==> config.mk <==
export PLATFORM = sky130hd
export DESIGN_NAME = apb_req_dispatcher
export DESIGN_NICKNAME = d
export VERILOG_FILES = /design/src/rtl/apb_disp_pkg.sv /design/src/rtl/apb_addr_decode.sv /design/src/rtl/apb_req_dispatcher.sv
export SDC_FILE = /design/constraint.sdc
export NUM_CORES = 1
export LEC_CHECK = 0
export ABC_AREA = 1
export CORE_AREA = 4 4 120 122
export CTS_BUF_LIST = sky130_fd_sc_hd__clkbuf_4 sky130_fd_sc_hd__clkbuf_8
export DETAILED_ROUTE_END_ITERATION = 10
export DIE_AREA = 0 0 124 126
export PLACE_DENSITY = 0.91
export SYNTH_ARGS = -nofsm -noshare
export SYNTH_HDL_FRONTEND = slang
export SYNTH_HIERARCHICAL = 1
export SYNTH_SLANG_ARGS = --single-unit
==> constraint.sdc <==
create_clock -name CLK -period 2 [get_ports CLK]
set_input_delay 0.2 -clock CLK [delete_from_list [all_inputs] [get_ports CLK]]
set_output_delay 0.2 -clock CLK [all_outputs]
set_load 0.005 [all_outputs]
==> src/rtl/apb_disp_pkg.sv <==
`default_nettype none
// +------------------------------------------------------------------+
// | apb_disp_pkg: shared types and constants for apb_req_dispatcher    |
// | Rev 1.0                                                            |
// +------------------------------------------------------------------+
package apb_disp_pkg;

  typedef enum logic [1:0] {
    ST_IDLE   = 2'd0,
    ST_SETUP  = 2'd1,
    ST_ACCESS = 2'd2,
    ST_RESP   = 2'd3
  } state_e;

  typedef logic [2:0] sel_t;

  localparam logic [3:0] DEF_TAG1 = 4'h8;
  localparam logic [3:0] DEF_TAG2 = 4'h9;
  localparam logic [3:0] DEF_TAG3 = 4'hA;

  localparam int CNT_W = 8;

endpackage
`default_nettype wire

==> src/rtl/apb_addr_decode.sv <==
`default_nettype none
// +------------------------------------------------------------------+
// | apb_addr_decode: address tag to one-hot slave select              |
// | Rev 1.0                                                            |
// +------------------------------------------------------------------+
module apb_addr_decode
  import apb_disp_pkg::*;
#(
  parameter logic [3:0] TAG1 = DEF_TAG1,
  parameter logic [3:0] TAG2 = DEF_TAG2,
  parameter logic [3:0] TAG3 = DEF_TAG3
) (
  input  logic [3:0] tag_i,
  output sel_t       sel_o,
  output logic       hit_o
);

  // Priority chain: equal tags resolve to the lowest slave index.
  always_comb begin
    sel_o = '0;
    if (tag_i == TAG1)      sel_o = 3'b001;
    else if (tag_i == TAG2) sel_o = 3'b010;
    else if (tag_i == TAG3) sel_o = 3'b100;
    hit_o = |sel_o;
  end

endmodule
`default_nettype wire

==> src/rtl/apb_req_dispatcher.sv <==
`default_nettype none
// +------------------------------------------------------------------+
// | apb_req_dispatcher: three-slave setup/access bus initiator        |
// | Rev 1.0                                                            |
// +------------------------------------------------------------------+
module apb_req_dispatcher
  import apb_disp_pkg::*;
#(
  parameter logic [3:0] TAG1    = DEF_TAG1,
  parameter logic [3:0] TAG2    = DEF_TAG2,
  parameter logic [3:0] TAG3    = DEF_TAG3,
  parameter int         TIMEOUT = 16
) (
  input  logic        CLK,
  input  logic        nRST,
  input  logic        req_valid,
  output logic        req_ready,
  input  logic        req_write,
  input  logic [31:0] req_addr,
  input  logic [31:0] req_wdata,
  output logic        rsp_valid,
  output logic [31:0] rsp_rdata,
  output logic        rsp_err,
  output logic [2:0]  psel,
  output logic        penable,
  output logic        pwrite,
  output logic [31:0] paddr,
  output logic [31:0] pwdata,
  input  logic [31:0] prdata1,
  input  logic [31:0] prdata2,
  input  logic [31:0] prdata3,
  input  logic        pready1,
  input  logic        pready2,
  input  logic        pready3
);

  localparam logic [CNT_W-1:0] CNT_LAST = CNT_W'(TIMEOUT - 1);

  state_e           state_q;
  logic [CNT_W-1:0] cnt_q;
  logic [CNT_W-1:0] cnt_d;
  sel_t             psel_q;
  logic             penable_q;
  logic             pwrite_q;
  logic [31:0]      paddr_q;
  logic [31:0]      pwdata_q;
  logic             rsp_valid_q;
  logic [31:0]      rsp_rdata_q;
  logic             rsp_err_q;

  sel_t             dec_sel;
  logic             dec_hit;
  logic             sel_ready;
  logic [31:0]      sel_rdata;

  apb_addr_decode #(
    .TAG1 (TAG1),
    .TAG2 (TAG2),
    .TAG3 (TAG3)
  ) u_decode (
    .tag_i (req_addr[31:28]),
    .sel_o (dec_sel),
    .hit_o (dec_hit)
  );

  // Only the registered select steers the mux, so unselected slaves cannot leak X.
  always_comb begin
    sel_ready = 1'b0;
    sel_rdata = '0;
    case (psel_q)
      3'b001:  begin sel_ready = pready1; sel_rdata = prdata1; end
      3'b010:  begin sel_ready = pready2; sel_rdata = prdata2; end
      3'b100:  begin sel_ready = pready3; sel_rdata = prdata3; end
      default: begin sel_ready = 1'b0;    sel_rdata = '0;      end
    endcase
  end

  assign cnt_d     = cnt_q + 1'b1;
  assign req_ready = nRST && (state_q == ST_IDLE);

  always_ff @(posedge CLK) begin
    if (!nRST) begin
      state_q     <= ST_IDLE;
      cnt_q       <= '0;
      psel_q      <= '0;
      penable_q   <= 1'b0;
      pwrite_q    <= 1'b0;
      paddr_q     <= '0;
      pwdata_q    <= '0;
      rsp_valid_q <= 1'b0;
      rsp_rdata_q <= '0;
      rsp_err_q   <= 1'b0;
    end else begin
      case (state_q)
        ST_IDLE: begin
          rsp_valid_q <= 1'b0;
          if (req_valid) begin
            paddr_q  <= req_addr;
            pwrite_q <= req_write;
            pwdata_q <= req_wdata;
            if (dec_hit) begin
              psel_q  <= dec_sel;
              state_q <= ST_SETUP;
            end else begin
              rsp_valid_q <= 1'b1;
              rsp_err_q   <= 1'b1;
              rsp_rdata_q <= '0;
              state_q     <= ST_RESP;
            end
          end
        end
        ST_SETUP: begin
          penable_q <= 1'b1;
          cnt_q     <= '0;
          state_q   <= ST_ACCESS;
        end
        ST_ACCESS: begin
          // A ready on the expiring cycle still completes normally.
          if (sel_ready) begin
            rsp_valid_q <= 1'b1;
            rsp_err_q   <= 1'b0;
            rsp_rdata_q <= pwrite_q ? 32'h0 : sel_rdata;
            psel_q      <= '0;
            penable_q   <= 1'b0;
            state_q     <= ST_RESP;
          end else if (cnt_q == CNT_LAST) begin
            rsp_valid_q <= 1'b1;
            rsp_err_q   <= 1'b1;
            rsp_rdata_q <= '0;
            psel_q      <= '0;
            penable_q   <= 1'b0;
            state_q     <= ST_RESP;
          end else begin
            cnt_q <= cnt_d;
          end
        end
        ST_RESP: begin
          rsp_valid_q <= 1'b0;
          state_q     <= ST_IDLE;
        end
        default: state_q <= ST_IDLE;
      endcase
    end
  end

  assign psel      = psel_q;
  assign penable   = penable_q;
  assign pwrite    = pwrite_q;
  assign paddr     = paddr_q;
  assign pwdata    = pwdata_q;
  assign rsp_valid = rsp_valid_q;
  assign rsp_rdata = rsp_rdata_q;
  assign rsp_err   = rsp_err_q;

endmodule
`default_nettype wire

==> results.txt, run 1 <==
Setup slack on the critical path of the routed design comes to 78.93 ps. The critical register-to-register path startpoint is psel[1]$_SDFFE_PN0P_. The top cell types in the final layout, fill and taps aside, are sky130_fd_sc_hd__clkdlybuf4s50_1, sky130_fd_sc_hd__nor2_1, sky130_fd_sc_hd__nand2_1. The launching element of the worst setup path is state_q[1]$_SDFFE_PN0P_. The latest clock arrival within the worst-skew pair came out at 440 ps. The net count of the finished layout is 1287.

The die height came out at 126 µm. The category of the critical setup timing path is flip-flop to primary output. The slack of the worst reg-to-reg path came out at 180 ps. The clock transition at the register clock pins on the worst setup and hold paths after CTS came out at 60 ps. The total wirelength of the detailed-routed design is 17760 µm. The top fanout value on the critical path is 5. The global-route wire length before repair came out at 26860 µm.

Entering global routing, the biggest net connects 80 pins. The fraction of synthesized cell area taken by the top area cell type came out at 42.27%. Global routing finished with a remaining overflow of 0.

The post-synth design cell area is 0.005351 mm². For this design the static power due to leakage is 3.645 nW. In this run the most critical hold path is launched from nRST. The final route contains 6095 vias. The final number of hold-violating endpoints came out at 0. The remaining routing DRC violations is 0. Setup repair after global routing left no endpoint under its margin. The standard cell core area is 0.01319 mm².

The number of core rows came out at 42. The violation count after the first detailed-routing iteration is 311. The critical path data required time came out at 1800 ps. The area taken by flip-flops and latches came out at 0.002262 mm². The via count of the first global-routing pass came out at 5704.

The number of library cell types mapped by synthesis is 26. The library cell used most frequently in the layout, excluding fill and tap cells, is sky130_fd_sc_hd__clkdlybuf4s50_1. The share of the clock period used by the worst path after layout is 96.05%. The worst max-slew margin expressed relative to the limit is 55.61%. The total global-route track usage came out at 21.91%. The number of buffers inserted during clock tree synthesis is 17.

The multi-input gate area in the final layout is 0.002680 mm². The post-CTS setup buffer count came out at 0. The number of buffers inserted by hold repair at cts is 0. The worst hold path terminates at state_q[1]$_SDFFE_PN0P_.

The biggest area consumer among synthesized cells is sky130_fd_sc_hd__dfxtp_1. The die area is 0.01562 mm². The number of enable-type register cells in the synthesized netlist is 0.

The count of nets left with antenna violations after detail routing is 0. The worst register-to-register path ends at rsp_rdata[16]$_SDFFE_PN0P_. The number of antenna violations at the first check in global routing is 0. The worst setup path is captured at a primary output. The number of cells on the worst hold path is 3. The layout has 1099 filler cells. The fraction of final layout cells sized beyond drive strength 1 is 5.408%. At the placement stage, the worst setup path has a slack of 168.1 ps. The max-cap check violation count is 0.

The number of port buffers came out at 270. The final period demand of the worst path came out at 1921 ps. The routability-driven placement congestion ratio came out at 0.8552. The nature of the critical path startpoint is a flip-flop. The number of antenna diodes came out at 0.

The actual transition at the worst max-transition pin is 665.9 ps. IR analysis of the VDD net gives a maximum drop of 0.8291 mV. Measured along the x axis, the die boundary spans 124 µm. For this run, the number of Yosys warnings is 6. The initial cell density of the core came out at 40.57%. For this run, the leading register cell type out of synthesis is sky130_fd_sc_hd__dfxtp_1.

The overall power is 11.01 mW. The clock arrives with 10.79 ps of skew. Measured in cells, the most critical reg-to-reg path has a length of 10. TritonCTS built the clock tree. The buffer levels on the longest clock path came out at 2. The number of pins exceeding their max-slew limit in the final report is 0. Sorting the synthesized cells by area gives the leading types as sky130_fd_sc_hd__dfxtp_1, sky130_fd_sc_hd__nor2_1, sky130_fd_sc_hd__nand2_1, sky130_fd_sc_hd__o21ai_0, sky130_fd_sc_hd__inv_1.

The flow ran to the end, and the final reports show no timing, DRC or antenna violations. The detailed-router iteration count before antenna repair came out at 5. The total setup violations reported at the end of the flow came out at 0. In the final routed layout, each cell accounts on average for 13.62 µm. At the worst endpoint, the arrival time is 1720 ps. Counting every net in the synthesized netlist gives 1032. The final HPWL from detailed placement is 13450 µm.

The clock tree synthesis step divided the H-tree into 4 levels. The ratio of routed vias to standard cells is 4.674. The areal power density over the cells came out at 1265 mW/mm². The share of flip-flops with an asynchronous set or reset came out at 0%. The cell sitting at the root of the clock tree is a sky130_fd_sc_hd__clkbuf_8.

The post-synthesis sequential area ratio came out at 42.27%. The clock net in this run drives a total of 113 sinks. The number of instances in the synthesized netlist is 861. The register bit total from synthesis is 113. For this run, the top clock speed supported by timing is 520.5 MHz. In this run the count of I/O pins placed on the die edge is 271. The utilization after layout is 65.96%. The count of instances resized after the clock tree is built came out at 2.

In this run the worst hold path is classified as input pin to flip-flop. The final-layout setup total negative slack came out at 0 ps. The synthesized area per cell is 6.215 µm². Compared with the post-synthesis result, the final layout area differs by 62.59%.
## worst max path at each step
stage / to / cells after the start
after floorplan: rsp_rdata[10]$_SDFFE_PN0P_ / 10
after global placement: rsp_rdata[18]$_SDFFE_PN0P_ / 9
after detailed placement: rsp_rdata[16]$_SDFFE_PN0P_ / 9
after CTS: req_ready / 5
after global routing: req_ready / 5
final: req_ready / 5
## power by group
| part | internal, mW | switching, mW | leakage [nW] |
|---|---|---|---|
| combinational | 2.51 | 2.80 | 2.49 |
| clock | 1.48 | 0.917 | 0.226 |
| sequential | 2.94 | 0.372 | 0.932 |
## area by class of cell
type,count,area share (%)
clock inverter,9,1.783
multi-input combinational,637,30.80
tap,176,2.531
sequential,113,26.00
clock buffer,22,3.336
inverter,62,2.675
timing repair buffer,285,32.87
## flip-flops by register name, indices dropped and copies added (netlist names)
signal	flops
paddr	32
pwdata	32
rsp_rdata	32
cnt_q	8
psel	3
state_q	2
penable	1
pwrite	1
rsp_err	1
rsp_valid	1
## cells in the mapped netlist, types with 4 or more instances
| cell | number |
|---|---|
| sky130_fd_sc_hd__inv_1 | 58 |
| sky130_fd_sc_hd__a21oi_1 | 14 |
| sky130_fd_sc_hd__ha_1 | 4 |
| sky130_fd_sc_hd__o21ai_0 | 69 |
| sky130_fd_sc_hd__clkbuf_1 | 37 |
| sky130_fd_sc_hd__nor2_1 | 250 |
| sky130_fd_sc_hd__dfxtp_1 | 113 |
| sky130_fd_sc_hd__nand3_1 | 39 |
| sky130_fd_sc_hd__nand4_1 | 6 |
| sky130_fd_sc_hd__buf_4 | 5 |
| sky130_fd_sc_hd__buf_1 | 4 |
| sky130_fd_sc_hd__nand2_1 | 241 |
## worst max-delay path, cell delays in order, from the launching register on
cell and delay, ps:
sky130_fd_sc_hd__dfxtp_1 350, sky130_fd_sc_hd__inv_2 110, sky130_fd_sc_hd__ha_4 160, sky130_fd_sc_hd__nand2_1 60, sky130_fd_sc_hd__inv_1 60, sky130_fd_sc_hd__clkdlybuf4s50_1 540
## metrics by stage
step / cell area, µm² / hold WS (ps) / std cells
floorplan: 5351 / 366.7 / 861
CTS: 8698 / 151.0 / 1304
detailed placement: 8240 / 466.5 / 1273
global route: 8701 / 192.0 / 1304
finish: 8701 / 175.0 / 1304
global placement: 8240 / 449.6 / 1273
## cells by family (layout without fill, tap and decap cells)
| family | count (synthesis) | after routing | synth area share, % |
|---|---|---|---|
| buffers and inverters | 111 | 378 | 8.206 |
| AND/OR/NAND/NOR | 545 | 545 | 40.10 |
| flip-flops | 113 | 113 | 42.27 |
| XOR/XNOR | 1 | 1 | 0.1637 |
| AO/OA/AOI/OAI | 87 | 87 | 8.324 |
| adder cells (fa/ha/maj) | 4 | 4 | 0.9353 |
## metal layers
metal  wire length (µm)  GRT usage, %  vias up
li1                   -             -     3151
met1               6601         22.54     2673
met2               8675         38.66      238
met3               2085         9.193       33
met4                400         9.085        0
met5                  0             0        -
(Power assumes the default switching activity.)
==> run 2: changes to the inputs <==
CORE_AREA = 4 4 115 117   (was 4 4 120 122)
DIE_AREA = 0 0 119 121   (was 0 0 124 126)
PLACE_DENSITY = 0.95   (was 0.91)
clock period = 2.35 ns   (was 2 ns; I/O delays follow)
==> results.txt, run 2 (synthesis results as in run 1) <==
The number of antenna violations at the first check in global routing is 0. The layout overhead on the synthesized area came out at 59.97%. The final number of hold-violating endpoints is 0. The critical path crosses 5 cells after its start point. The standard cell core area came out at 0.01236 mm². The post-CTS setup buffer count is 0. The detailed-router iteration count before antenna repair came out at 6. Clock skew on the completed layout was measured at 11.50 ps. The final period demand of the worst path came out at 2048 ps. Counting both buffers and inverters, the worst setup path holds a total of 3. TritonCTS built the clock tree. Traced cell by cell, the critical path runs through inv_1 -> ha_1 -> nand2_1 -> inv_1 -> clkdlybuf4s50_1. The floorplan step defined a die boundary enclosing 0.01440 mm². The remaining routing DRC violations came out at 0. In this design, the critical path's most frequently occurring cell is sky130_fd_sc_hd__inv_1. The analysis attributes to cell leakage a power of 3.564 nW.

STA classifies the critical path endpoint as a primary output. The delay of the slowest critical-path stage came out at 490 ps. The violation count after the first detailed-routing iteration came out at 424. The number of buffers inserted during clock tree synthesis came out at 17.

The overflow left after global routing is 0. The sum of met2 wire segment lengths after detailed routing came out at 8195 µm. The area of all placed cells without fillers came out at 0.008561 mm².

The first global-routing pass estimated 27900 µm of wire. The highest metal layer carrying signal wires in the routed design is met4. The final HPWL from detailed placement is 13160 µm. The gate family responsible for the most delay along the worst path is buffers and inverters. The routed wirelength normalized by instance count is 13.46 µm.

The flow ran to the end, and the final reports show no timing, DRC or antenna violations. The final-layout setup total negative slack is 0 ps. The count of nets left with antenna violations after detail routing came out at 0.

The worst max-slew margin expressed relative to the limit is 63.73%. The fraction of final layout cells sized beyond drive strength 1 is 4.800%. The critical path is of the flip-flop to primary output type. The met1 routed wirelength after detailed routing came out at 6823 µm. The latest clock arrival within the worst-skew pair came out at 420 ps. The number of pins exceeding their max-slew limit in the final report was 0. The sink count of the clock tree came out at 113. For this design, the CTS-stage hold fixing added 0 buffers. The via total after detailed routing came out at 6150. The critical path arrival is 1810 ps. The final-layout worst hold slack is 225.4 ps. The maximum ir drop on the vdd rail is 0.5769 mV. Routability-driven placement finished with a final weighted congestion of 0.8317.

The I/O pin total is 271. The count of instances resized after the clock tree is built is 0. The total setup violations reported at the end of the flow came out at 0. The max-cap check violation count is 0.

After the last flow step, the layout net total stands at 1283. CTS placed an instance of sky130_fd_sc_hd__clkbuf_8 at the clock tree root. The share of the clock period used by the worst path after layout is 87.13%. The die is 119 µm wide. The initial utilization of the core area, before any placement, comes to 43.29%. Power comes to 8.992 mW. In this run the worst path has a maximum fanout of 5. Setup repair after global routing left no endpoint under its margin. STA classifies the critical path startpoint as a flip-flop. In this run the core area contains 41 standard-cell rows. The number of cells on the worst reg-to-reg path is 9. The buffer levels on the longest clock path came out at 2. The via count of the first global-routing pass is 5857. The clock transition at the register clock pins on the worst setup and hold paths after CTS is 70 ps.

The number of port buffers is 270. In the layout the commonest cells are sky130_fd_sc_hd__clkdlybuf4s50_1, sky130_fd_sc_hd__nor2_1, sky130_fd_sc_hd__nand2_1. The library cell used most frequently in the layout, excluding fill and tap cells, is sky130_fd_sc_hd__clkdlybuf4s50_1. The repair_antennas step left the layout with diodes totalling 0. The placed standard-cell area came out at 0.008180 mm². The highest clock frequency the design can meet came out at 488.4 MHz. For this block, the routed nets add up to 17460 µm of wire.

The slowest stage of the critical path is the sky130_fd_sc_hd__clkdlybuf4s50_1 cell. The met3 wirelength from detailed routing is 1936 µm. The number of levels the H-tree was split into is 4.

The areal power density over the cells came out at 1050 mW/mm². The maximum number of pins on one net before global-route repair is 67. The critical path data required time came out at 2120 ps. The die height came out at 121 µm. The total global-route track usage is 23.74%. The worst min-delay path category is input pin to flip-flop. The ratio of routed vias to standard cells came out at 4.742. The number of cells on the worst hold path came out at 3. The actual transition at the worst max-transition pin is 544.1 ps.
-- run 2: per-stage QoR --
| step | setup slack [ps] | cells | utilization [%] |
|---|---|---|---|
| 2_1_floorplan | 619.9 | 861 | - |
| 3_3_place_gp | 473.1 | 1265 | 66.17 |
| 3_5_place_dp | 376.9 | 1265 | 66.17 |
| 4_1_cts | 271.9 | 1297 | 69.24 |
| 5_1_grt | 200.9 | 1297 | 69.24 |
| 6_report | 302.3 | 1297 | 69.24 |
-- run 2: area by class of cell --
| type | count | area, µm² |
|---|---|---|
| Inverter | 62 | 232.7 |
| Tap cell | 172 | 215.2 |
| Sequential cell | 113 | 2262 |
| Clock buffer | 18 | 247.7 |
| Fill cell | 962 | 3802 |
| Clock inverter | 14 | 132.6 |
| Timing Repair Buffer | 281 | 2805 |
| Multi-Input combinational cell | 637 | 2665 |
-- run 2: path summary, 6_finish.rpt --
kind                                               from                    endpoint  slack, ps
worst max register to register  state_q[1]$_SDFFE_PN0P_  rsp_rdata[19]$_SDFFE_PN0P_        390
worst min-delay path                               nRST  rsp_rdata[27]$_SDFFE_PN0P_        230
worst max-delay path            state_q[1]$_SDFFE_PN0P_                   req_ready        300
worst min register to register    cnt_q[0]$_SDFFE_PN0P_       cnt_q[0]$_SDFFE_PN0P_        470
-- run 2: layer usage --
layer | global-route usage, % | vias to the layer above
met1 | 25.86 | 2693
met3 | 10.49 | 39
li1 | - | 3146
met5 | 0 | -
met4 | 9.631 | 0
met2 | 40.37 | 272
-- run 2: tightest hold or removal path, stage by stage --
cell and delay [ps]:
sky130_fd_sc_hd__buf_2 230, sky130_fd_sc_hd__nand2_1 110, sky130_fd_sc_hd__nor2_1 30
-- run 2: where the power goes --
| group | leakage [nW] | switching, mW | internal, mW |
|---|---|---|---|
| Sequential | 0.932 | 0.342 | 2.50 |
| Combinational | 2.46 | 2.35 | 2.06 |
| Clock | 0.174 | 0.859 | 0.873 |
